[config.mk]
export PLATFORM = sky130hd
export DESIGN_NAME = snake_body_ctrl
export DESIGN_NICKNAME = d
export VERILOG_FILES = /design/src/rtl/snake_body_ctrl.sv
export SDC_FILE = /design/constraint.sdc
export NUM_CORES = 1
export LEC_CHECK = 0
export BUFFER_PORTS_ARGS = -buffer_cell sky130_fd_sc_hd__buf_2
export CORE_AREA = 2 2 210 212
export DETAILED_ROUTE_END_ITERATION = 8
export DIE_AREA = 0 0 212 214
export PLACE_DENSITY_LB_ADDON = 0.1
export RECOVER_POWER = 25
export SLEW_MARGIN = 10
export SYNTH_ARGS = -nofsm -noshare
export SYNTH_HDL_FRONTEND = slang
export SYNTH_SLANG_ARGS = --single-unit
[constraint.sdc]
create_clock -name clk -period 1.9 [get_ports clk]
set_input_delay 0.095 -clock clk [delete_from_list [all_inputs] [get_ports clk]]
set_output_delay 0.095 -clock clk [all_outputs]
set_load 0.005 [all_outputs]
[src/rtl/snake_body_ctrl.sv]
// snake_body_ctrl
// Owns the snake body. Each segment position is held in its own register.
// An accepted step moves the body one segment per clock, starting at the
// tail and working toward the head. The new head is then loaded, and the
// body can grow by one. While the body moves, every old segment that
// survives the move is compared with the new head to detect self-collision.
//
// Ports
//   clk        in   system clock (rising edge)
//   reset      in   synchronous active-high reset
//   restart    in   synchronous re-initialise; same effect as reset
//   step       in   single-cycle move request, sampled only when idle
//   grow       in   grow request, sampled with an accepted step
//   head_next  in   new head {y,x}, sampled with an accepted step
//   busy       out  high while a move is in progress
//   done       out  one-cycle pulse when a move completes
//   self_hit   out  collision result of the last completed move
//   length     out  current segment count
//   rd_idx     in   renderer read index
//   rd_pos     out  seg[rd_idx], or 0 when rd_idx is out of storage range
//   rd_valid   out  rd_idx < length
module snake_body_ctrl #(
  parameter int MaxLen  = 16,
  parameter int CoordW  = 6,
  parameter int InitLen = 3,
  parameter int InitX   = 10,
  parameter int InitY   = 5,
  parameter int LenW    = $clog2(MaxLen + 1),
  parameter int PosW    = 2 * CoordW
) (
  input  logic            clk,
  input  logic            reset,
  input  logic            restart,
  input  logic            step,
  input  logic            grow,
  input  logic [PosW-1:0] head_next,
  output logic            busy,
  output logic            done,
  output logic            self_hit,
  output logic [LenW-1:0] length,
  input  logic [LenW-1:0] rd_idx,
  output logic [PosW-1:0] rd_pos,
  output logic            rd_valid
);

  localparam int IdxW = (MaxLen > 1) ? $clog2(MaxLen) : 1;
  localparam logic [LenW-1:0] MAX_LEN_L  = LenW'(MaxLen);
  localparam logic [LenW-1:0] INIT_LEN_L = LenW'(InitLen);

  typedef enum logic [1:0] {
    IDLE  = 2'd0,
    SHIFT = 2'd1,
    HEAD  = 2'd2
  } state_t;

  state_t            state_q, state_d;
  logic [PosW-1:0]   seg_q [MaxLen];
  logic [PosW-1:0]   seg_d [MaxLen];
  logic [LenW-1:0]   len_q, len_d;
  logic [LenW-1:0]   idx_q, idx_d;
  logic [PosW-1:0]   head_q, head_d;
  logic              grow_q, grow_d;
  logic              hit_q, hit_d;
  logic              busy_q, busy_d;
  logic              done_q, done_d;
  logic              self_hit_q, self_hit_d;

  // Position of segment i after reset: a horizontal line that extends
  // left from the initial head. Segments beyond the initial length are 0.
  function automatic logic [PosW-1:0] init_pos(input int i);
    if (i < InitLen) begin
      return {CoordW'(InitY), CoordW'(InitX - i)};
    end else begin
      return {PosW{1'b0}};
    end
  endfunction

  // Next-state logic for the move sequencer and the segment chain
  always_comb begin
    state_d    = state_q;
    seg_d      = seg_q;
    len_d      = len_q;
    idx_d      = idx_q;
    head_d     = head_q;
    grow_d     = grow_q;
    hit_d      = hit_q;
    busy_d     = busy_q;
    done_d     = 1'b0;
    self_hit_d = self_hit_q;
    case (state_q)
      IDLE: begin
        if (step) begin
          head_d = head_next;
          // A full snake cannot grow, so the move is handled as a plain move.
          grow_d = grow && (len_q < MAX_LEN_L);
          // When growing, the shift starts one slot past the tail, so the
          // old tail is kept and also takes part in the collision check.
          idx_d  = grow_d ? len_q : (len_q - {{(LenW-1){1'b0}}, 1'b1});
          hit_d  = 1'b0;
          busy_d = 1'b1;
          state_d = SHIFT;
        end else begin
          state_d = IDLE;
        end
      end
      SHIFT: begin
        for (int i = 1; i < MaxLen; i++) begin
          if (idx_q == LenW'(i)) begin
            seg_d[i] = seg_q[i-1];
            if (seg_q[i-1] == head_q) begin
              hit_d = 1'b1;
            end else begin
              hit_d = hit_d;
            end
          end else begin
            seg_d[i] = seg_d[i];
          end
        end
        idx_d = idx_q - {{(LenW-1){1'b0}}, 1'b1};
        if (idx_q == {{(LenW-1){1'b0}}, 1'b1}) begin
          state_d = HEAD;
        end else begin
          state_d = SHIFT;
        end
      end
      HEAD: begin
        seg_d[0]   = head_q;
        len_d      = len_q + {{(LenW-1){1'b0}}, grow_q};
        self_hit_d = hit_q;
        done_d     = 1'b1;
        busy_d     = 1'b0;
        state_d    = IDLE;
      end
      default: begin
        state_d = IDLE;
        busy_d  = 1'b0;
      end
    endcase
  end

  // State registers. Reset and restart both return the body to its initial
  // shape, even in the middle of a move.
  always_ff @(posedge clk) begin
    if (reset || restart) begin
      state_q    <= IDLE;
      len_q      <= INIT_LEN_L;
      idx_q      <= {LenW{1'b0}};
      head_q     <= {PosW{1'b0}};
      grow_q     <= 1'b0;
      hit_q      <= 1'b0;
      busy_q     <= 1'b0;
      done_q     <= 1'b0;
      self_hit_q <= 1'b0;
      for (int i = 0; i < MaxLen; i++) begin
        seg_q[i] <= init_pos(i);
      end
    end else begin
      state_q    <= state_d;
      len_q      <= len_d;
      idx_q      <= idx_d;
      head_q     <= head_d;
      grow_q     <= grow_d;
      hit_q      <= hit_d;
      busy_q     <= busy_d;
      done_q     <= done_d;
      self_hit_q <= self_hit_d;
      for (int i = 0; i < MaxLen; i++) begin
        seg_q[i] <= seg_d[i];
      end
    end
  end

  // Renderer read port. It reads the registers directly, so the contents
  // are only meaningful while busy is low.
  always_comb begin
    rd_valid = (rd_idx < len_q);
    if (rd_idx < MAX_LEN_L) begin
      rd_pos = seg_q[rd_idx[IdxW-1:0]];
    end else begin
      rd_pos = {PosW{1'b0}};
    end
  end

  assign busy     = busy_q;
  assign done     = done_q;
  assign self_hit = self_hit_q;
  assign length   = len_q;

endmodule

=== Yosys cells after proc, flatten, opt, wreduce, memory -nomap -nowiden ===
Index checks and enable logic that the tools add are counted.

* Register bits after elaboration: 221
* Logic and storage cells: 138
* Bits of input ports: 22
* Output and inout bits: 21

* Equality and inequality tests: 33
* Multiplexer cells: 49
* Add/sub/neg operators: 3
* $lt $le $gt $ge: 4
* Bitwise logic cells: 2
* Reduce and logical (&&, ||, !) cells: 22

{| class="wikitable"
|+ Operators with widths
! operator !! count
|-
| $eq 12x12->1 || 15
|-
| $bmux 12 s4 || 1
|-
| $eq 5x4->1 const B || 8
|-
| $mux 1 || 38
|-
| $mux 12 || 3
|-
| $reduce_and 2->1 || 18
|-
| $eq 5x3->1 const B || 4
|-
| $eq 5x2->1 const B || 2
|-
| $lt 5x5->1 const B || 2
|-
| $mux 5 || 2
|-
| $pmux 5 s2 || 1
|-
| $sub 5x1->5 const B || 2
|-
| $add 5x1->5 || 1
|-
| $eq 5x1->1 const B || 1
|-
| $ge 5x5->1 const B || 1
|-
| $lt 5x5->1 || 1
|-
| $not 4->5 || 1
|-
| $pmux 1 s2 || 2
|-
| $pmux 2 s2 || 1
|-
| $eq 2x1->1 const B || 1
|-
| $eq 2x2->1 const B || 1
|-
| $logic_not 2->1 || 1
|-
| $mux 2 || 1
|-
| $ne 2x2->1 const B || 1
|-
| 4 further kinds || 4
|}

=== Depth between registers and ports, before layout ===
Gate-level depths: netlist of the first run.

* Depth in word-level cells: 36
* Depth in mapped cells: 9

=== Worst setup path after synthesis of the first run ===
OpenSTA, ideal clock, no wires.

* Kind: reg-to-reg
* Start: reg idx_q[0]
* End: reg seg_q[13] (netlist name)
* Clock period less this slack: 1733 ps
* Arrival: 1606 ps
* Data required time: 1772 ps
* Cell stages (with the launch flop): 8
* Path slack: 167 ps
* Setup time: 128 ps
* Cell sequence: dfxtp_1 > inv_1 > ha_1 > nor2b_1 > nor2b_1 > buf_4 > mux2i_1 > nor2_1

* Word-level cells in the longest chain between the ends: 2

{| class="wikitable"
|+ RTL lines
! element !! line !! RTL
|-
| start, declared || 60 || <nowiki>logic [LenW-1:0] idx_q, idx_d;</nowiki>
|-
| start signal, assigned || 147 || <nowiki>idx_q <= {LenW{1'b0}};</nowiki>
|-
| start signal, assigned || 160 || <nowiki>idx_q <= idx_d;</nowiki>
|-
| $eq 5x4->1 || 108 || <nowiki>if (idx_q == LenW'(i)) begin</nowiki>
|-
| $reduce_and 2->1 (no line) || - ||
|-
| end signal, assigned by index || 155 || <nowiki>seg_q[i] <= init_pos(i);</nowiki>
|-
| end signal, assigned by index || 168 || <nowiki>seg_q[i] <= seg_d[i];</nowiki>
|-
| end, declared || 57 || <nowiki>logic [PosW-1:0] seg_q [MaxLen];</nowiki>
|}

No other way between the ends.
A chain may end at the register's enable or synchronous reset.

=== Worst setup path after layout of the first run ===
* Start: reg seg_q[11] (netlist name)
* End: out rd_pos[11]

* Word-level cells in the longest chain between the ends: 4

{| class="wikitable"
|+ RTL lines
! element !! line !! RTL
|-
| $bmux 12 s4 || 178 || <nowiki>rd_pos = seg_q[rd_idx[IdxW-1:0]];</nowiki>
|-
| $mux 12 (implied by the code) (2 in series) || 178 ||
|-
| $mux 12 || 177 || <nowiki>if (rd_idx < MAX_LEN_L) begin</nowiki>
|-
| end, declared || 42 || <nowiki>output logic [PosW-1:0] rd_pos,</nowiki>
|}

No other way between the ends. The select of a mux whose other input is x is not followed.

==> summary.md, run 1 <==
| Metric | Value |
|---|---|
| CP max FO | 2 |
| Largest net degree at the start of global routing | 87 |
| Clock sinks | 221 |
| Worst ir drop on vdd | ~0.5 mV |
| CP startpoint kind | register |
| Post-synth top area cell | dfxtp_1 |
| Met3 routed WL | 2.95 mm |
| Slew HR | 55.8% |
| Top area cells in the synthesized netlist | dfxtp_1 37%, xnor2_1 13%, mux2i_1 12% |
| Root buffer cell | clkbuf_16 |
| Achievable frequency | 422 MHz |
| Maximum clock insertion buffer count | 3 |
| Synth Register Bits | ~220 |
| Crit path DAT | 2.27 ns |
| Die area | 45400 um2 |
| Static Leak | roughly 6.5 nW |
| Final worst slack | -0.468 ns |
| Worst R2R End | hit_q |
| Pwr/cell area | 687 nW/um2 |
| CP delay by family, top | multiplexers |
| Required @ worst endpoint | 1.80 ns |
| Die Y | 214 um |
| Post-synthesis area per instance | 9.52 um2 |
| Hold Path Origin | grow |
| DR WL met2 | 24.7 mm |
| Layout fillers | 4294 |
| Total gr overflow | 0 |
| Die Width | 212 um |
| First-pass GRT wire length | 75.8 mm |
| Synthesis Warnings | 0 |
| Final hold violation count | 0 |
| Cells after Synth | 1248 |
| Via density | 4.98 |
| Slew Limit Fails | 0 |
| Worst hold path class | primary input to register |
| Area Overhead vs Synth | 38.2% |
| Rows | 76 |
| Total GRT Usage | 23.1% |
| Most used cell along the critical path | mux4_2 |
| Minimum clock period | 2.37 ns |
| DRC viols | 0 |
| Initial antenna violation count | 1 |
| Worst-case clock skew | 0.00880 ns |
| Vias | 10457 |
| Violated checks | negative setup slack |
| Worst skew pair latency | 0.57 ns |
| Antenna Violating Nets Remaining | 0 |
| Routed length on met1 | between 20 and 25 mm |
| Syn_nets | between 1000 and 1500 |
| Final Setup Violations | 15 |
| H-tree Lvls | 1 |
| Routed wire length | 52.3 mm |
| R2R cell count | 9 |
| Worst path cell trace | mux4_2, mux4_2, nor2b_4, buf_2 |
| RD Place Congestion | 0.926 |
| Antenna diodes | 0 |
| Drt pass-1 iters | 5 |
| RSZ-0062 raised after global routing | yes |
| Top cell type's share of synthesized area | 37.2% |
| Critical path class | register to primary output |
| Nets | approximately 1500 |
| CP peak stage delay | 0.55 ns |
| Top Ports | 43 |
| Reg2reg start | idx_q[2] |
| Place WS | -0.366 ns |
| Critical path buffers and inverters | 1 |
| Hold EP | grow_q |
| CTS tree | yes |
| CTS buffer count | 28 |
| Routed length per instance | 24.9 um |
| Hold depth | 5 |
| Post-DP HPWL | 37.8 mm |
| Max layer used | met4 |
| Outcome | finished, violations left |
| Vias in the first global route | 10477 |
| Worst-path clk slew | 0.06 ns |
| DRT iter0 DRCs | between 800 and 900 |
| Kind of end point of the critical path | primary output |
| Max cap viols | 0 |
| Tot Pwr | 11.3 mW |
| Fin crit share | 125% |
| Critical-path top delay cell | mux4_2 |
| PortBufs | 42 |
| Core area | approximately 43000 um2 |
| Least-Margin Pin Slew | 0.661 ns |
| Mapped Area | ~12000 um2 |
| Seq/Total Area, Yosys | 37.2% |
| Layout cells sized above 1 | between 30% and 40% |
| Initial core utilization | 27.7% |
| Synth cell types | 37 |
| Worst R2R Setup Slack | -0.15 ns |
==> where the power goes <==
part           switching (mW)  total (mW)  leakage, nW  internal [mW]
Clock                    2.20        5.70        0.479           3.50
Combinational           0.533       0.949         4.16          0.416
Sequential             0.0156        4.64         1.82           4.62
==> layout by cell type (no fill, tap or decap), types with 15 or more instances in the layout <==
| cell type | n |
|---|---|
| a21oi_1 | 55 |
| buf_12 | 44 |
| buf_2 | 37 |
| buf_4 | 199 |
| clkbuf_16 | 31 |
| dfxtp_1 | 143 |
| dfxtp_2 | 57 |
| dfxtp_4 | 21 |
| dlygate4sd3_1 | 15 |
| mux2i_1 | 143 |
| mux4_2 | 60 |
| nand2_1 | 159 |
| nand4_1 | 46 |
| nor2_1 | 166 |
| xnor2_1 | 165 |
==> Yosys cell counts <==
cell type and instances:
a21oi_1 55, o32ai_1 1, nor2b_1 21, and3_1 3
nor3_2 1, nor2_1 166, nor3b_1 1, nor4_1 19
buf_4 8, o311a_1 1, a31oi_1 2, dfxtp_1 221
buf_2 42, a22oi_1 3, nor3_1 4, xnor2_1 176
nand3_1 14, a21boi_0 1, nand2_1 160, ha_1 12
o211ai_1 4, or2_2 1, xor2_1 10, and2b_1 1
mux4_2 60, o21ai_0 9, inv_1 9, nor3b_2 2
clkbuf_1 38, and2_1 2, o21ai_1 1, or3_1 1
mux2i_1 144, buf_6 4, nand2b_1 4, and3b_1 1
nand4_1 46
==> cells by family after synthesis <==
kind of cell | after synthesis | synth area share, %
flip-flops | 221 | 37.2
multiplexers | 204 | 23.5
adder cells (fa/ha/maj) | 12 | 1.26
XOR/XNOR | 186 | 13.7
buffers and inverters | 101 | 4.14
AND/OR/NAND/NOR | 447 | 16.7
AO/OA/AOI/OAI | 77 | 3.51
==> cell type report <==
class	instances	area, um2	share of cell area (%)
flip-flops and latches	221	4570	27.9
multi-input cells	926	7270	44.3
inverters	9	41.3	0.251
clock buffers	39	813	4.95
repair buffers	309	2830	17.2
clock inverters	11	158	0.960
well taps	585	732	4.46
==> through the flow <==
stage	hold WS, ns	cells	TNS [ns]	utilization (%)	instance area [um2]
2_1_floorplan	0.220	1248	0	-	11900
3_3_place_gp	0.341	2009	-1.27	34.1	14600
3_5_place_dp	0.356	2009	-1.44	34.1	14600
4_1_cts	0.0540	2093	-5.41	37.8	16200
5_1_grt	0.121	2100	-8.09	38.3	16400
6_report	0.0869	2100	-5.33	38.3	16400
==> worst max-delay path by stage <==
stage               startpoint          to  slack (ns)  cells after the start
global placement     head_q[2]       hit_q       -0.36                     10
CTS                  seg_q[45]   rd_pos[9]       -0.46                      4
detailed placement   head_q[2]       hit_q       -0.37                     10
finish               seg_q[11]  rd_pos[11]       -0.47                      4
floorplan             idx_q[0]   seg_q[13]        0.17                      7
global route        seg_q[188]   rd_pos[8]       -0.48                      4
==> timing repair <==
action                     CTS  global route
gates resized for setup    117            48
hold endpoints to repair    26             0
pin swaps                    7             7
setup endpoints to repair   38            64
gates cloned                 0             2
hold buffers                15             0
setup buffers               20             5
==> worst reg2reg max path: cells and delay by family, from the launching register on <==
family / cells / cell delay, ns
buf+inv: 2 / 0.35
flops: 1 / 0.51
simple gates: 6 / 0.87
compound gates: 1 / 0.22
==> per-layer routing <==
metal / global-route usage, % / vias to the layer above
met3: 2.68 / 104
met1: 31.5 / 5167
met2: 37.6 / 384
met4: 8.12 / 0
met5: 0 / -
li1: - / 4802
==> flip-flops by register name, indices dropped and copies added (netlist names) <==
name / flops
done: 1
head_q: 12
hit_q: 1
busy: 1
self_hit: 1
seg_q: 192
length: 5
grow_q: 1
idx_q: 5
state_q: 2
Power figures use the tool's default switching activity.
==> run 2: changes to the inputs <==
--- a/config.mk
+++ b/config.mk
@@ -6,9 +6,9 @@
 export NUM_CORES = 1
 export LEC_CHECK = 0
 export BUFFER_PORTS_ARGS = -buffer_cell sky130_fd_sc_hd__buf_2
-export CORE_AREA = 2 2 210 212
+export CORE_AREA = 2 2 176 178
 export DETAILED_ROUTE_END_ITERATION = 8
-export DIE_AREA = 0 0 212 214
+export DIE_AREA = 0 0 178 180
 export PLACE_DENSITY_LB_ADDON = 0.1
 export RECOVER_POWER = 25
 export SLEW_MARGIN = 10
==> summary.md, run 2 (synthesis gave the netlist of run 1 again) <==
| Metric | Value |
|---|---|
| Static Leak | 6.09 nW (-5.8%) |
| Slew Limit Fails | 0 (unchanged) |
| Top Ports | 43 (unchanged) |
| Initial antenna violation count | 0 (-1) |
| Met1 usage | 37.5% (+6.0 points) |
| Die Width | 178 um (-16%) |
| Post-DP HPWL | 31.0 mm (-18%) |
| Rows | 64 (-16%) |
| Worst ir drop on vdd | 0.481 mV (-2.4%) |
| Die Y | 180 um (-16%) |
| Worst-path clk slew | 0.06 ns (about the same) |
| Achievable frequency | 432 MHz (+2.3%) |
| Largest net degree at the start of global routing | 64 (-26%) |
| Pwr/cell area | 695 nW/um2 (+1.1%) |
| Vias in the first global route | 9589 (-8.5%) |
| Crit path DAT | 2.22 ns (-0.05 ns) |
| Seq pwr share | 43.3% (+2.2 points) |
| Slew HR | 56.8% (+1.0 points) |
| Drt pass-1 iters | 7 (+2) |
| Die area | 32000 um2 (-29%) |
| RSZ-0062 raised after global routing | yes |
| Total gr overflow | 0 (unchanged) |
| RD Place Congestion | 0.948 (+2.4%) |
| CTS tree | yes |
| Final setup TNS | -4.47 ns (+0.854 ns) |
| Int Pwr | 8.18 mW (-4.2%) |
| Largest Register | seg_q |
| PortBufs | 42 (unchanged) |
| Biggest regs | seg_q (192), head_q (12) |
| Cells after DPL | 1744 (-13%) |
| Clock power share | 48.7% (-1.8 points) |
| Sw frac | 24.0% (-0.37 points) |
| Minimum clock period | 2.32 ns (-0.0521 ns) |
| Final Setup Violations | 13 (-2) |
| H-tree Lvls | 1 (unchanged) |
| Layout cells sized above 1 | 30.3% (-4.1 points) |
| CP max FO | 2 (unchanged) |
| Worst skew pair latency | 0.55 ns (-0.02 ns) |
| Most common cell after layout, fill and taps aside | xnor2_1 |
| Final hold violation count | 0 (unchanged) |
| Met3 Usage GRT | 3.76% (+1.1 points) |
| Routed length per instance | 22.6 um (-9.4%) |
| Tot Pwr | 10.8 mW (-4.7%) |
| Worst-case clock skew | 0.0191 ns (+0.0103 ns) |
| Least-Margin Pin Slew | 0.647 ns (-0.0139 ns) |
| CTS buffer count | 26 (-7.1%) |
| Routed wire length | 41.7 mm (-20%) |
| Violated checks | negative setup slack |
| Antenna Violating Nets Remaining | 0 (unchanged) |
| Via density | 5.35 (+7.4%) |
| Vias | 9894 (-5.4%) |
| Kind of end point of the critical path | primary output |
| DRC viols | 0 (unchanged) |
| Total GRT Usage | 26.0% (+2.9 points) |
| Maximum clock insertion buffer count | 3 (unchanged) |
| Worst hold path class | primary input to register |
| Outcome | finished, violations left |
| Switch Pwr | 2.58 mW (-6.1%) |
| Antenna diodes | 0 (unchanged) |
| Top Usage Layer GRT | met2 |
| Core area | 30200 um2 (-30%) |
| Initial core utilization | 39.4% (+12 points) |
| Final core utilization | 51.3% (+13 points) |
| Area Overhead vs Synth | 30.3% |
| Worst Hold Slack | 0.103 ns (+0.0164 ns) |
| Nets | 1470 (-3.9%) |
| Root buffer cell | clkbuf_16 |
| Critical path class | register to primary output |
| Max reg flops | 192 (unchanged) |
| Final worst slack | -0.416 ns (+0.0521 ns) |
| Met2 GRT Util | 40.8% (+3.2 points) |
| Most frequent cells in the layout | 171 x xnor2_1, 166 x nor2_1, 160 x nand2_1, 148 x dfxtp_1 |
| Final Instance Count excl. Fillers | 1850 (-12%) |
| Max cap viols | 0 (unchanged) |
| First-pass GRT wire length | 62.4 mm (-18%) |
| CP startpoint kind | register |
| Clock sinks | 221 (unchanged) |
| Gate power share | 8.0% (-0.4 points) |
| DRT iter0 DRCs | 845 (-3.8%) |
| Fin crit share | 122% (-2.7 points) |
| Required @ worst endpoint | 1.80 ns (about the same) |
## run 2: area by class of cell
cell class                      count  area (um2)
Fill cell                        2809       14700
Multi-Input combinational cell    926        7190
Sequential cell                   221        4540
Timing Repair Buffer              252        2330
Clock buffer                       37         793
Tap cell                          396         495
Clock inverter                      9         103
Inverter                            9        38.8
## run 2: worst paths after layout
check / startpoint / endpoint / slack [ns] / depth (start not counted)
max reg2reg: head_q[8] / hit_q / -0.01 / 10
max: seg_q[18] / rd_pos[6] / -0.42 / 4
min reg2reg: self_hit / self_hit / 0.46 / 2
min: grow / idx_q[4] / 0.10 / 6
## run 2: what timing repair did
item | 4_1_cts | 5_1_grt
endpoints found under the setup margin | 14 | 15
buffers inserted | 18 | 26
gates cloned | 0 | 1
hold endpoints to repair | 21 | 0
hold buffers | 15 | 0
gates resized for setup | 89 | 43
pin swaps | 4 | 17
## run 2: through the flow
| step | cell area (um2) | worst slack [ns] |
|---|---|---|
| after floorplan | 11900 | 0.167 |
| after global routing | 15500 | -0.449 |
| after global placement | 13800 | -0.128 |
| after CTS | 15100 | -0.426 |
| after detailed placement | 13800 | -0.0474 |
| final | 15500 | -0.416 |
## run 2: critical path, cell delays in order, from the launching register on
cell     delay, ns
dfxtp_4       0.35
mux4_2        0.49
mux4_2        0.54
nor2b_1       0.16
buf_2         0.14
## run 2: power by group through the flow
stage                     combinational, mW  sequential [mW]  clock (mW)
after global placement                0.774             4.77           0
after detailed placement              0.773             4.77           0
final                                 0.862             4.65        5.24
after CTS                             0.808             4.65        5.34
after floorplan                       0.470             4.76           0
after global routing                  0.919             4.65        5.53
## run 2: metal layers
metal	share of wire, %	vias up
met5	0	-
met1	45	4869
met3	6.3	59
met2	46	299
met4	2.5	0
li1	-	4667
==> run 3: changes to the inputs <==
==> constraint.sdc (replaced) <==
create_clock -name clk -period 3 [get_ports clk]
set_input_delay 0.15 -clock clk [delete_from_list [all_inputs] [get_ports clk]]
set_output_delay 0.15 -clock clk [all_outputs]
set_load 0.005 [all_outputs]
==> summary.md, run 3 (synthesis gave the netlist of run 1 again) <==
| Metric | Value |
|---|---|
| Outcome | finished, final reports clean |
| RD Place Congestion | 0.936 (-1.3%) |
| Via density | 5.49 (+2.6%) |
| Most frequent cells in the layout | 221 x dfxtp_1, 176 x xnor2_1, 166 x nor2_1, 160 x nand2_1, 144 x mux2i_1 |
| Worst-path clk slew | 0.06 ns (about the same) |
| Worst-case clock skew | 0.0136 ns (-0.00547 ns) |
| Area Overhead vs Synth | 13.8% |
| CTS buffer count | 26 (unchanged) |
| Core area | 30200 um2 (unchanged) |
| Slew Limit Fails | 0 (unchanged) |
| Required @ worst endpoint | 3.42 ns (+1.62 ns) |
| Minimum clock period | 2.63 ns |
| Worst skew pair latency | 0.54 ns (about the same) |
| Initial core utilization | 39.4% (unchanged) |
| Biggest regs | seg_q (192), head_q (12) |
| Largest net degree at the start of global routing | 54 (-16%) |
| CP peak stage delay | 0.96 ns (+0.42 ns) |
| Die Width | 178 um (unchanged) |
| Largest Register | seg_q |
| Critical path buffers and inverters | 2 (+1) |
| Achievable frequency | 380 MHz |
| Worst ir drop on vdd | 0.377 mV (-22%) |
| Layout cells sized above 1 | 14.4% (-16 points) |
| Final worst slack | 0.370 ns (+0.786 ns) |
| Post-DP HPWL | 29.0 mm (-6.5%) |
| Die area | 32000 um2 (unchanged) |
| Max reg flops | 192 (unchanged) |
| Final Setup Violations | 0 (-13) |
| Routed wire length | 39.5 mm (-5.3%) |
| Worst Hold Slack | 0.0571 ns (-0.0461 ns) |
| Maximum clock insertion buffer count | 3 (unchanged) |
| Slew HR | 11.7% (-45 points) |
| Fin crit share | around 88% |
| Final setup TNS | 0 ns (+4.47 ns) |
| CP max FO | 12 (+10) |
| First-pass GRT wire length | 59.8 mm (-4.1%) |
| Static Leak | 5.09 nW (-16%) |
| Crit path DAT | 3.05 ns (+0.83 ns) |
| RSZ-0062 raised after global routing | no |
| Total gr overflow | 0 (unchanged) |
| Final hold violation count | 0 (unchanged) |
| R2R cell count | 7 (-3) |
| CP startpoint kind | register |
| Pwr/cell area | 498 nW/um2 (-28%) |
| Post-CTS setup buffers | 0 (-18) |
| Routed length per instance | 23.2 um (+3.1%) |
| PortBufs | 42 (unchanged) |
| Vias | 9323 (-5.8%) |
| Antenna diodes | 0 (unchanged) |
| DRT iter0 DRCs | 749 (-11%) |
| CTS tree | yes |
| Critical path class | register to register |
| Rows | 64 (unchanged) |
| Kind of end point of the critical path | register |
| Hold depth | 3 (-3) |
| Antenna Violating Nets Remaining | 0 (unchanged) |
| Instance count on the critical path | 7 (+3) |
| Root buffer cell | clkbuf_16 |
| Initial antenna violation count | 1 (+1) |
| CP delay by family, top | buffers and inverters |
| Total GRT Usage | 24.8% (-1.2 points) |
| Least-Margin Pin Slew | 1.32 ns (+0.677 ns) |
| Worst hold path class | primary input to register |
| DRC viols | 0 (unchanged) |
| Vias in the first global route | 9002 (-6.1%) |
| Critical-path top delay cell | clkbuf_1 |
| Place WS | 0.463 ns (+0.510 ns) |
| Nets | 1320 (-10%) |
| H-tree Lvls | 1 (unchanged) |
| Tot Pwr | 6.74 mW (-37%) |
| Die Y | 180 um (unchanged) |
| Max cap viols | 0 (unchanged) |
| Most common cell after layout, fill and taps aside | dfxtp_1 |
| Clock sinks | 221 (unchanged) |
| Top Ports | 43 (unchanged) |
| Worst path cell trace | inv_1, ha_1, nor2b_1, nand2_1, clkbuf_1, mux2i_1, nor2_1 |
| Layout fillers | 2940 (+4.7%) |
| Drt pass-1 iters | 5 (-2) |
## run 3: cell count changes in the layout (fill, tap and decap cells not counted), sizes merged
cell         before  now
clkinvlp          0    1
bufinv            2    4
clkbuf           51   40
buf             223   84
dlygate4sd3      15   12
clkinv            6    5
## run 3: timing repair
action | in CTS | in global routing
gates resized for setup | 0 | 0
hold buffers | 12 | 0
hold endpoints to repair | 12 | 0
## run 3: path summary, 6_finish.rpt
check / from / end / slack, ns
worst min-delay path: step / idx_q[0] / 0.06
worst max-delay path: idx_q[0] / seg_q[135] / 0.37
worst max register to register: idx_q[0] / seg_q[135] / 0.37
worst min register to register: self_hit / self_hit / 0.47
## run 3: per-layer routing
layer	up-vias	track usage, %	share of wire [%]
met5	-	0	0
met3	49	3.32	6.4
met1	4587	37.5	48
li1	4361	-	-
met4	0	5.74	2.1
met2	326	37.3	44
## run 3: metrics by stage
stage / std cells / utilization [%] / area, um2
CTS: 1699 / 44.9 / 13500
finish: 1699 / 44.8 / 13500
global placement: 1642 / 41.5 / 12500
floorplan: 1248 / - / 11900
global route: 1699 / 44.8 / 13500
detailed placement: 1642 / 41.5 / 12500
## run 3: tightest hold or removal path: cells and delay by family
kind / cells / cell delay (ns)
AO/OA/AOI/OAI: 2 / 0.30
buffers and inverters: 1 / 0.12
## run 3: layout make-up
type	count	area, um2	area share (%)
clock buffers	34	722	5.34
clock inverters	11	165	1.22
inverters	9	33.8	0.250
multi-input cells	926	6970	51.5
flip-flops and latches	221	4420	32.7
well taps	396	495	3.66
repair buffers	102	716	5.29
## run 3: power by group
part	switching [mW]	internal [mW]	leakage [nW]
Clock	1.30	2.03	0.434
Combinational	0.262	0.175	2.88
Sequential	0.0252	2.94	1.78
Total	1.59	5.15	5.09
